$ cat src/rtl/adder5_chain_sequencer.sv
// Drives one external 5-bit adder slice, one slice per clock, to add two
// 5*SLICES-bit operands with the carry held in a register between slices.
module adder5_chain_sequencer #(
  parameter int SLICES = 4,
  localparam int W = 5 * SLICES
) (
  input  logic         clk,
  input  logic         rst_n,
  input  logic         start,
  input  logic [W-1:0] a_in,
  input  logic [W-1:0] b_in,
  input  logic         cin,
  output logic         busy,
  output logic         done,
  output logic [W-1:0] sum,
  output logic         cout,
  output logic [4:0]   add_a,
  output logic [4:0]   add_b,
  output logic         add_cin,
  input  logic [4:0]   add_s,
  input  logic         add_cout
);

  localparam int IW = (SLICES > 1) ? $clog2(SLICES) : 1;

  localparam logic [1:0] IDLE = 2'd0;
  localparam logic [1:0] RUN  = 2'd1;
  localparam logic [1:0] DONE = 2'd2;

  localparam logic [IW-1:0] LAST = IW'(SLICES - 1);

  logic [1:0]    state;
  logic [IW-1:0] idx;
  logic          carry;
  logic [W-1:0]  a_reg;
  logic [W-1:0]  b_reg;
  logic          run;

  assign run  = (state == RUN);
  assign busy = run;
  assign done = (state == DONE);

  // Slice operands come only from registers; idle slice sees zeros.
  assign add_a   = run ? a_reg[5*idx +: 5] : 5'd0;
  assign add_b   = run ? b_reg[5*idx +: 5] : 5'd0;
  assign add_cin = run ? carry : 1'b0;

  always_ff @(posedge clk or negedge rst_n) begin
    if (!rst_n) begin
      state <= IDLE;
      idx   <= '0;
      carry <= 1'b0;
      a_reg <= '0;
      b_reg <= '0;
      sum   <= '0;
      cout  <= 1'b0;
    end else begin
      unique case (1'b1)
        run: begin
          sum[5*idx +: 5] <= add_s;
          carry           <= add_cout;
          if (idx == LAST) begin
            cout  <= add_cout;
            idx   <= '0;
            state <= DONE;
          end else begin
            idx <= idx + 1'b1;
          end
        end
        default: begin
          if (start) begin
            a_reg <= a_in;
            b_reg <= b_in;
            carry <= cin;
            idx   <= '0;
            sum   <= '0;
            cout  <= 1'b0;
            state <= RUN;
          end else begin
            state <= IDLE;
          end
        end
      endcase
    end
  end

endmodule

$ cat config.mk
export PLATFORM = sky130hd
export DESIGN_NAME = adder5_chain_sequencer
export DESIGN_NICKNAME = d
export VERILOG_FILES = /design/src/rtl/adder5_chain_sequencer.sv
export SDC_FILE = /design/constraint.sdc
export NUM_CORES = 1
export LEC_CHECK = 0
export ABC_AREA = 1
export CORE_MARGIN = 5
export CORE_UTILIZATION = 35
export DETAILED_ROUTE_END_ITERATION = 7
export PLACE_DENSITY = 0.58
export SETUP_SLACK_MARGIN = 0.05
export SLEW_MARGIN = 40
export SYNTH_ARGS = -nofsm -noshare
export SYNTH_HDL_FRONTEND = slang
export SYNTH_SLANG_ARGS = --single-unit
$ cat constraint.sdc
create_clock -name clk -period 2.6 [get_ports clk]
set_clock_uncertainty 0.2 [all_clocks]
set_input_delay 0.52 -clock clk [delete_from_list [all_inputs] [get_ports clk]]
set_output_delay 0.52 -clock clk [all_outputs]
set_load 0.1 [all_outputs]
==> results.md, run 1 <==
- CTS Hold Bufs: 1
- Clock Pin Slew Worst Setup and Hold Paths: 0.08 ns
- Dpl hpwl: 5770 um
- Core Region: 8680 um2
- H-Tree Depth: 3
- Crit-path slowest cell: inv_1
- Rel. slew slack: 65.7%
- Ranking of synthesized cells by area: dfrtp_1 (53%), nand2_1 (8.5%), a21oi_1 (8.1%), nand3_1 (8.1%), inv_1 (7.1%)
- WP buf/inv: 2
- Ant. Diodes: 0
- Largest net degree at the start of global routing: 102
- Reg2reg path depth: 7
- Total die area: 10800 um2
- Chip width: 104 um
- Critical Path Fanout Max: 14
- Register bit total from synthesis: 66
- Yosys top cell area share: 53.3%
- Endpoint class of the critical path: output port
- Avg Vias per Cell: 4.62
- Fmax: 406 MHz
- Top Family by Delay on Critical Path: buffers and inverters
- DR pass1 iterations: 4
- Tot GR Track Use: 15.1%
- Slew Limit Fails: 0
- WP data arrival: 1.74 ns
- DRT iter0 DRCs: 110
- Final Net Count: 525
- Net Count, Synth: 444
- Setup TNS: 0 ns
- Die Span Y: 104 um
- DRC: 0
- Final wirelength: 7970 um
- Post-Synth Adder-Cell Area: 2.02%
- Clock sink count: 66
- Mean Syn Cell Area: 7.97 um2
- Synthesized area: 3100 um2
- Ys Warns: 0
- # resized after CTS: 0
- Period utilization: 94.7%
- CTS tree: done
- Maximum buffer depth of the clock tree: 2
- Root Buffer: clkbuf_8
- Proportion of synthesized area in mux cells: 0%
- Gate Count Post-Synth: 389
- Layout area overhead: 40.9%
- Routability Congestion: 0.788
- Vias in the first global route: 2781
- Hold Path Class: reg -> reg
- Seq/Total Area, Yosys: 53.3%
- Status: finished clean
- Wire per inst: 13.7 um
- ANT nets after route: 0
- Met2 wire len: 3860 um
- # Max-Cap Violations: 0
- Crit-path max cell delay: 0.39 ns
- Wire length on met3: 374 um
- Ratio of cells with drive above 1 in the final layout: 15.6%
- Initial Util: 35.7%
- Startpoint types: flip-flop
- Worst Hold Depth: 2
- First-pass GRT wire length: 13500 um
- Wl on met1: 3620 um
- Synth Area in Compound Gates: 10.9%
- Area leader, netlist: dfrtp_1
- Crit-path cells: inv_1 -> nand3_1 -> a21oi_2 -> buf_12
- # setup viols final: 0
- Initial antenna violation count: 0
- Largest family of logic cells by synthesized area: simple AND/OR/NAND/NOR gates
- Post-synthesis xor/xnor area fraction: 0%
- Unrepaired setup endpoints after global routing: no
- Netlist cell types: 19
- Total congestion overflow: 0
- # IOs: 84
- Count of final hold-check violations: 0
- CP Data Required Time: 1.88 ns
- Num CTS Buffers: 9
- Rows: 34
- Highest routed layer: met4
- CP Depth: 4
- Final min period: 2.46 ns
- Vias: 2693
- Clock latency on the worst-skew pair: 0.33 ns
- Setup Fix Bufs, Post-CTS: 0
- Post-Synth Simple-Gate Area: 23.4%
- Setup CP Type: reg -> out
- Slew at the pin with the worst max-slew slack: 0.514 ns
- PortBufs: 83
worst register-to-register path, delay by kind of cell (launching register included):
family        cells  cell delay [ns]
buf+inv           2             0.55
flops             1             0.38
fa+ha+maj         1             0.36
simple gates      4             0.43
Yosys cell counts:
master    number
buf_2         12
buf_1          1
buf_6          1
a21oi_1       50
nand2_1       70
o21ai_0       15
o21ai_1        1
dfrtp_1       66
buf_4          1
nand3_1       50
ha_1           5
inv_2          1
inv_1         59
nor2_1        47
nor2_4         1
nor2_2         1
clkbuf_1       4
nand2_2        3
o22ai_1        1
through the flow:
stage,utilization (%),setup slack (ns),area (um2),hold slack (ns),cells
floorplan,-,0.0761,3140,0.0244,389
global placement,47.7,0.561,4140,0.250,566
detailed placement,47.7,0.504,4140,0.250,566
CTS,50.3,0.114,4370,0.316,583
global route,50.3,0.0552,4370,0.335,583
finish,50.3,0.138,4370,0.311,583
kinds of logic after synthesis:
kind of cell,after synthesis
and+or+nand+nor,172
buffers and inverters,79
AOI/OAI and AO/OA,67
adders and majority gates,5
DFF,66
layer usage:
layer | GRT usage (%) | up-vias
li1 | - | 1376
met1 | 20.1 | 1242
met2 | 23.9 | 67
met3 | 3.10 | 8
met4 | 6.29 | 0
met5 | 0 | -
placed cells by master, fill, tap and decap left out:
cell / count
nand2_4: 1
clkdlybuf4s50_1: 48
dfrtp_1: 66
buf_12: 14
bufinv_16: 2
nand3_1: 50
ha_1: 5
inv_2: 1
o22ai_1: 1
a21oi_2: 10
a21oi_1: 40
o21ai_1: 1
nor2_4: 1
nor2_1: 46
nand2_1: 69
o21ai_0: 15
dlygate4sd3_1: 1
nand2_2: 3
inv_1: 59
buf_4: 25
buf_2: 1
clkbuf_8: 9
clkinv_2: 2
clkinv_4: 1
nor2_2: 2
clkinvlp_4: 2
worst paths after layout:
kind	slack (ns)	endpoint	start
worst max-delay path	0.14	add_b[2]	idx[1]
worst max register to register	0.63	sum[0]	idx[1]
min in group asynchronous	0.43	b_reg[17]	rst_n
max in group asynchronous	1.18	state[0]	rst_n
worst min-delay path	0.31	b_reg[5]	b_reg[5]
worst min register to register	0.31	b_reg[5]	b_reg[5]
area by class of cell:
type | instances | area (um2)
Tap cell | 108 | 135
Timing Repair Buffer | 89 | 963
Inverter | 60 | 225
Sequential cell | 66 | 1650
Clock buffer | 9 | 124
Fill cell | 869 | 4310
Clock inverter | 7 | 93.8
Multi-Input combinational cell | 244 | 1170
Power of run 1 is left out: the tool's default activity adds up to more than one toggle a clock period on the data nets, which glitch-free logic cannot reach.
==> run 2, diff against run 1 <==
Settings changed: PLACE_DENSITY 0.58 to 0.6.
Clock period 2.6 ns to 2.1 ns, I/O delays scaled along.
==> run 2 against run 1 <==
Against the previous run:
- the flow now finishes with violations (setup timing)
- setup slack got worse by 0.21 ns
- register-to-register slack got worse by 0.41 ns
- clock-buffer cell count unchanged
- hold slack improved by 0.0029 ns
- wire length increased by 7.9%
- non-clock buffer count increased by 8
- flip-flop and latch count unchanged
- critical path type unchanged
==> results.md, run 2 (synthesis results as in run 1) <==
- PortBufs: 83 (unchanged)
- FILL cells: 777 (-11%)
- Final wirelength: 8600 um (+7.9%)
- # setup viols final: 10 (+10)
- Maximum buffer depth of the clock tree: 2 (unchanged)
- # IOs: 84 (unchanged)
- Final min period: 2.17 ns
- Layout area overhead: 58.1%
- Wire length on met3: 539 um (+44%)
- Endpoint class of the critical path: output port
- Clock sink count: 66 (unchanged)
- Wl on met1: 4020 um (+11%)
- Largest net degree at the start of global routing: 47 (-54%)
- Clock latency on the worst-skew pair: 0.33 ns (about the same)
- Count of final hold-check violations: 0 (unchanged)
- Rel. slew slack: 72.6% (+6.9 points)
- Most common cell after layout, fill and taps aside: nand2_1
- Wire per inst: 14.5 um (+6.3%)
- Ratio of cells with drive above 1 in the final layout: 21.5% (+5.9 points)
- Final Net Count: 534 (+1.7%)
- Root Buffer: clkbuf_8
- Status: finished with violations
- WP data arrival: 1.55 ns (-0.19 ns)
- Slew Limit Fails: 0 (unchanged)
- Clock Pin Slew Worst Setup and Hold Paths: 0.07 ns (about the same)
- Final instance area: 4900 um2 (+12%)
- DR pass1 iterations: 4 (unchanged)
- Unrepaired setup endpoints after global routing: yes
- CTS tree: done
- Tot GR Track Use: 16.3% (+1.2 points)
- Num CTS Buffers: 9 (unchanged)
- H-Tree Depth: 3 (unchanged)
- First-pass GRT wire length: 14600 um (+8.5%)
- DRC: 0 (unchanged)
- Commonest non-fill, non-tap cells in the layout: nand2_1 (69), dfrtp_1 (64), inv_1 (57)
- Highest routed layer: met4
- Failing checks: setup timing
- Ant. Diodes: 0 (unchanged)
- Placed cell area: 4620 um2 (+12%)
- Total die area: 10800 um2 (unchanged)
- Setup CP Type: reg -> out
- Vias in the first global route: 2942 (+5.8%)
- Period utilization: 103%
- Die Span Y: 104 um (unchanged)
- Fmax: 461 MHz
- Core Region: 8680 um2 (unchanged)
- Dpl hpwl: 6280 um (+9.0%)
- Startpoint types: flip-flop
- Hold Path Class: reg -> reg
- Avg Vias per Cell: 4.81 (+4.1%)
- Total congestion overflow: 0 (unchanged)
- CP Data Required Time: 1.48 ns (-0.40 ns)
- Routability Congestion: 0.829 (+5.3%)
- Met2 wire len: 3970 um (+3.0%)
- Final WS setup: -0.0675 ns (-0.206 ns)
- Initial Util: 35.7% (unchanged)
- Vias: 2846 (+5.7%)
- Initial antenna violation count: 0 (unchanged)
- Rows: 34 (unchanged)
- Slew at the pin with the worst max-slew slack: 0.410 ns (-0.104 ns)
- Chip width: 104 um (unchanged)
- Critical Path Fanout Max: 20 (+6)
- ANT nets after route: 0 (unchanged)
- DRT iter0 DRCs: 110 (unchanged)
- # Max-Cap Violations: 0 (unchanged)
run 2: cell count changes in the layout (fill, tap and decap cells not counted), moves of 10 or more:
cell,previous run,this run
buf_12,14,39
nand3_2,0,15
a21oi_2,10,0
a21oi_4,0,10
nand3_1,50,35
buf_4,25,6
run 2: per-stage QoR:
stage	setup WS (ns)	hold slack [ns]	setup TNS [ns]	std cells	utilization, %
floorplan	0.0323	-0.0756	0	389	-
global route	-0.120	0.329	-1.04	592	56.5
global placement	0.196	0.169	0	573	53.2
detailed placement	0.173	0.171	0	573	53.2
finish	-0.0675	0.314	-0.356	592	56.5
CTS	-0.0863	0.318	-0.718	591	55.8
run 2: area by class of cell:
cell class / count / area [um2] / area share [%]
clock buffer: 9 / 124 / 2.53
clock inverter: 7 / 70.1 / 1.43
sequential: 66 / 1650 / 33.8
tap: 108 / 135 / 2.76
timing repair buffer: 97 / 1350 / 27.6
multi-input combinational: 244 / 1330 / 27.1
timing repair inverter: 1 / 7.51 / 0.153
inverter: 60 / 231 / 4.72
run 2: timing repair:
action / CTS / global route
cloned: 0 / 1
hold buffers: 1 / 0
endpoints found under the hold margin: 13 / 0
pin swaps: 0 / 5
resized for setup: 3 / 14
buffers inserted: 1 / 0
endpoints found under the setup margin: 10 / 12
run 2: final timing paths:
| check | cells after the start | start | slack [ns] | endpoint |
|---|---|---|---|---|
| worst min register to register | 2 | a_reg[3] | 0.31 | a_reg[3] |
| worst min-delay path | 2 | a_reg[3] | 0.31 | a_reg[3] |
| worst max-delay path | 5 | idx[0] | -0.07 | add_a[3] |
| min in group asynchronous | 2 | rst_n | 0.34 | a_reg[11] |
| worst max register to register | 7 | idx[1] | 0.22 | sum[0] |
| max in group asynchronous | 3 | rst_n | 0.88 | sum[11] |
run 2: worst max-delay path, stage by stage (launching register included):
cell and delay (ns):
dfrtp_2 0.44, buf_8 0.17, nand2_1 0.10, nand3_2 0.11, a21oi_4 0.19, buf_12 0.19
run 2: routing by layer:
layer | global-route usage, % | up-vias
li1 | - | 1403
met1 | 23.0 | 1352
met2 | 24.3 | 83
met3 | 4.84 | 8
met4 | 4.72 | 0
met5 | 0 | -
Power of run 2 is left out for the same reason.
==> run 3, diff against run 2 <==
Settings changed: GPL_ROUTABILITY_DRIVEN set to 0, GPL_TIMING_DRIVEN set to 0, TNS_END_PERCENT set to 1.
==> run 3 against run 2 <==
Against the previous run:
- the flow still finishes with violations (setup timing)
- highest routed layer unchanged
- wire length rose by 4.3%
- largest cell class unchanged
- global-route usage rose by 0.42 points
- clock-buffer cell count up 3
- die area did not move
- register-to-register slack got worse by 0.16 ns
- final area down 4.0%
- via count is 1.2% higher
- hold slack is essentially flat
- non-clock buffer count increased by 15
- setup slack got worse by 0.069 ns
- final cell count up 2.0%
- critical path type unchanged
==> results.md, run 3 (synthesis results as in run 1) <==
- Commonest non-fill, non-tap cells in the layout: dfrtp_1 (66), nand2_1 (61), inv_1 (56)
- Initial antenna violation count: 0 (unchanged)
- Fmax: 447 MHz (-3.1%)
- Chip width: 104 um (unchanged)
- PortBufs: 83 (unchanged)
- ANT nets after route: 0 (unchanged)
- Final Net Count: 548 (+2.6%)
- First-pass GRT wire length: 14800 um (+1.5%)
- Largest net degree at the start of global routing: 41 (-13%)
- Final WS setup: -0.136 ns (-0.0688 ns)
- Endpoint class of the critical path: output port
- Vias: 2880 (+1.2%)
- Total die area: 10800 um2 (unchanged)
- Worst Hold Depth: 2 (unchanged)
- Slew Limit Fails: 0 (unchanged)
- CP Data Required Time: 1.48 ns (about the same)
- DRT iter0 DRCs: 105 (-4.5%)
- Setup CP Type: reg -> out
- Num CTS Buffers: 9 (unchanged)
- Unrepaired setup endpoints after global routing: yes
- Clock Pin Slew Worst Setup and Hold Paths: 0.07 ns (about the same)
- Die Span Y: 104 um (unchanged)
- Hold Path Origin: sum[0]
- Dpl cells: 581 (+1.4%)
- Status: finished with violations
- DRC: 0 (unchanged)
- FILL cells: 817 (+5.1%)
- Startpoint types: flip-flop
- Layout area overhead: 51.8%
- Root Buffer: clkbuf_8
- CP startpoint: idx[0]
- Clock latency on the worst-skew pair: 0.33 ns (about the same)
- Hold Path Class: reg -> reg
- Hold worst-path end: sum[0]
- Vias in the first global route: 3021 (+2.7%)
- Clock sink count: 66 (unchanged)
- # IOs: 84 (unchanged)
- Rel. slew slack: 64.2% (-8.5 points)
- Maximum buffer depth of the clock tree: 2 (unchanged)
- Final min period: 2.24 ns (+0.0688 ns)
- WP data arrival: 1.62 ns (+0.07 ns)
- CTS tree: done
- Period utilization: 106% (+3.3 points)
- Rows: 34 (unchanged)
- Dpl hpwl: 6510 um (+3.6%)
- R2R setup slack: 0.06 ns (-0.16 ns)
- Tot GR Track Use: 16.7% (+0.42 points)
- Core Region: 8680 um2 (unchanged)
- DR pass1 iterations: 4 (unchanged)
- Fin cells: 604 (+2.0%)
- Slew at the pin with the worst max-slew slack: 0.538 ns (+0.127 ns)
- Most common cell after layout, fill and taps aside: dfrtp_1
- Avg Vias per Cell: 4.77 (-0.82%)
- RR Startpoint: idx[0]
- # Max-Cap Violations: 0 (unchanged)
- Critical Path Fanout Max: 7 (-65%)
- # setup viols final: 10 (unchanged)
- Failing checks: setup timing
- Count of final hold-check violations: 0 (unchanged)
- Reg2reg path depth: 11 (+4)
- Wire per inst: 14.9 um (+2.2%)
- R2R Path End: sum[11]
- Ant. Diodes: 0 (unchanged)
- Total congestion overflow: 0 (unchanged)
- Final wirelength: 8970 um (+4.3%)
- Ratio of cells with drive above 1 in the final layout: 25.4% (+3.9 points)
- Initial Util: 35.7% (unchanged)
- H-Tree Depth: 3 (unchanged)
-- run 3: changes by cell type in the layout (fill, tap and decap cells not counted), moves of 4 or more --
cell,change
buf_4,+4
buf_12,-27
buf_2,+31
nand3_1,-5
o21ai_0,-5
nand2_1,-8
buf_6,+4
nand2_2,+7
nand3_2,+5
o21ai_1,+5
-- run 3: critical path, cell delays in order (launching register included) --
cell     delay, ns
dfrtp_1       0.37
buf_6         0.15
inv_6         0.06
buf_6         0.13
nand2_1       0.09
nand3_2       0.10
a21oi_4       0.19
buf_12        0.19
-- run 3: metal layers --
| layer | vias to the layer above | part of all wire (%) | wire length [um] | global-route usage, % |
|---|---|---|---|---|
| met1 | 1375 | 47 | 4210 | 21.3 |
| met5 | - | 0 | 0 | 0 |
| met2 | 74 | 47 | 4180 | 27.0 |
| li1 | 1423 | - | - | - |
| met3 | 8 | 5.5 | 492 | 5.71 |
| met4 | 0 | 1.0 | 91 | 4.90 |
-- run 3: what timing repair did --
| item | 4_1_cts | 5_1_grt |
|---|---|---|
| endpoints found under the setup margin | 29 | 26 |
| pin swaps | 16 | 10 |
| resized for setup | 94 | 16 |
| setup buffers | 5 | 2 |
| hold buffers | 1 | 0 |
| hold endpoints to repair | 39 | 0 |
| gates cloned | 1 | 0 |
-- run 3: metrics by stage --
stage | area (um2) | util, % | TNS (ns) | hold slack, ns | worst slack [ns]
3_5_place_dp | 4040 | 46.5 | -4.73 | 0.235 | -0.418
2_1_floorplan | 3220 | - | -2.05 | -0.0756 | -0.205
6_report | 4700 | 54.2 | -1.15 | 0.313 | -0.136
5_1_grt | 4700 | 54.2 | -2.21 | 0.340 | -0.221
3_3_place_gp | 4190 | 48.3 | -130.93 | 0.293 | -1.78
4_1_cts | 4650 | 53.6 | -1.25 | 0.314 | -0.131
-- run 3: worst max path at each step --
stage	to	slack, ns	depth (start not counted)
final	add_b[0]	-0.14	7
after global placement	sum[1]	-1.78	1
after detailed placement	add_a[2]	-0.42	5
after global routing	add_b[0]	-0.22	7
after floorplan	add_a[0]	-0.21	4
after CTS	add_a[3]	-0.13	7
-- run 3: layout make-up --
| cell class | count | area (um2) | area share, % |
|---|---|---|---|
| multi-input combinational | 244 | 1380 | 29.3 |
| sequential | 66 | 1650 | 35.1 |
| clock inverter | 2 | 37.5 | 0.798 |
| tap | 108 | 135 | 2.87 |
| inverter | 60 | 230 | 4.89 |
| clock buffer | 12 | 155 | 3.30 |
| buffer | 19 | 195 | 4.15 |
| timing repair buffer | 93 | 920 | 19.5 |
Power of run 3 is left out for the same reason.
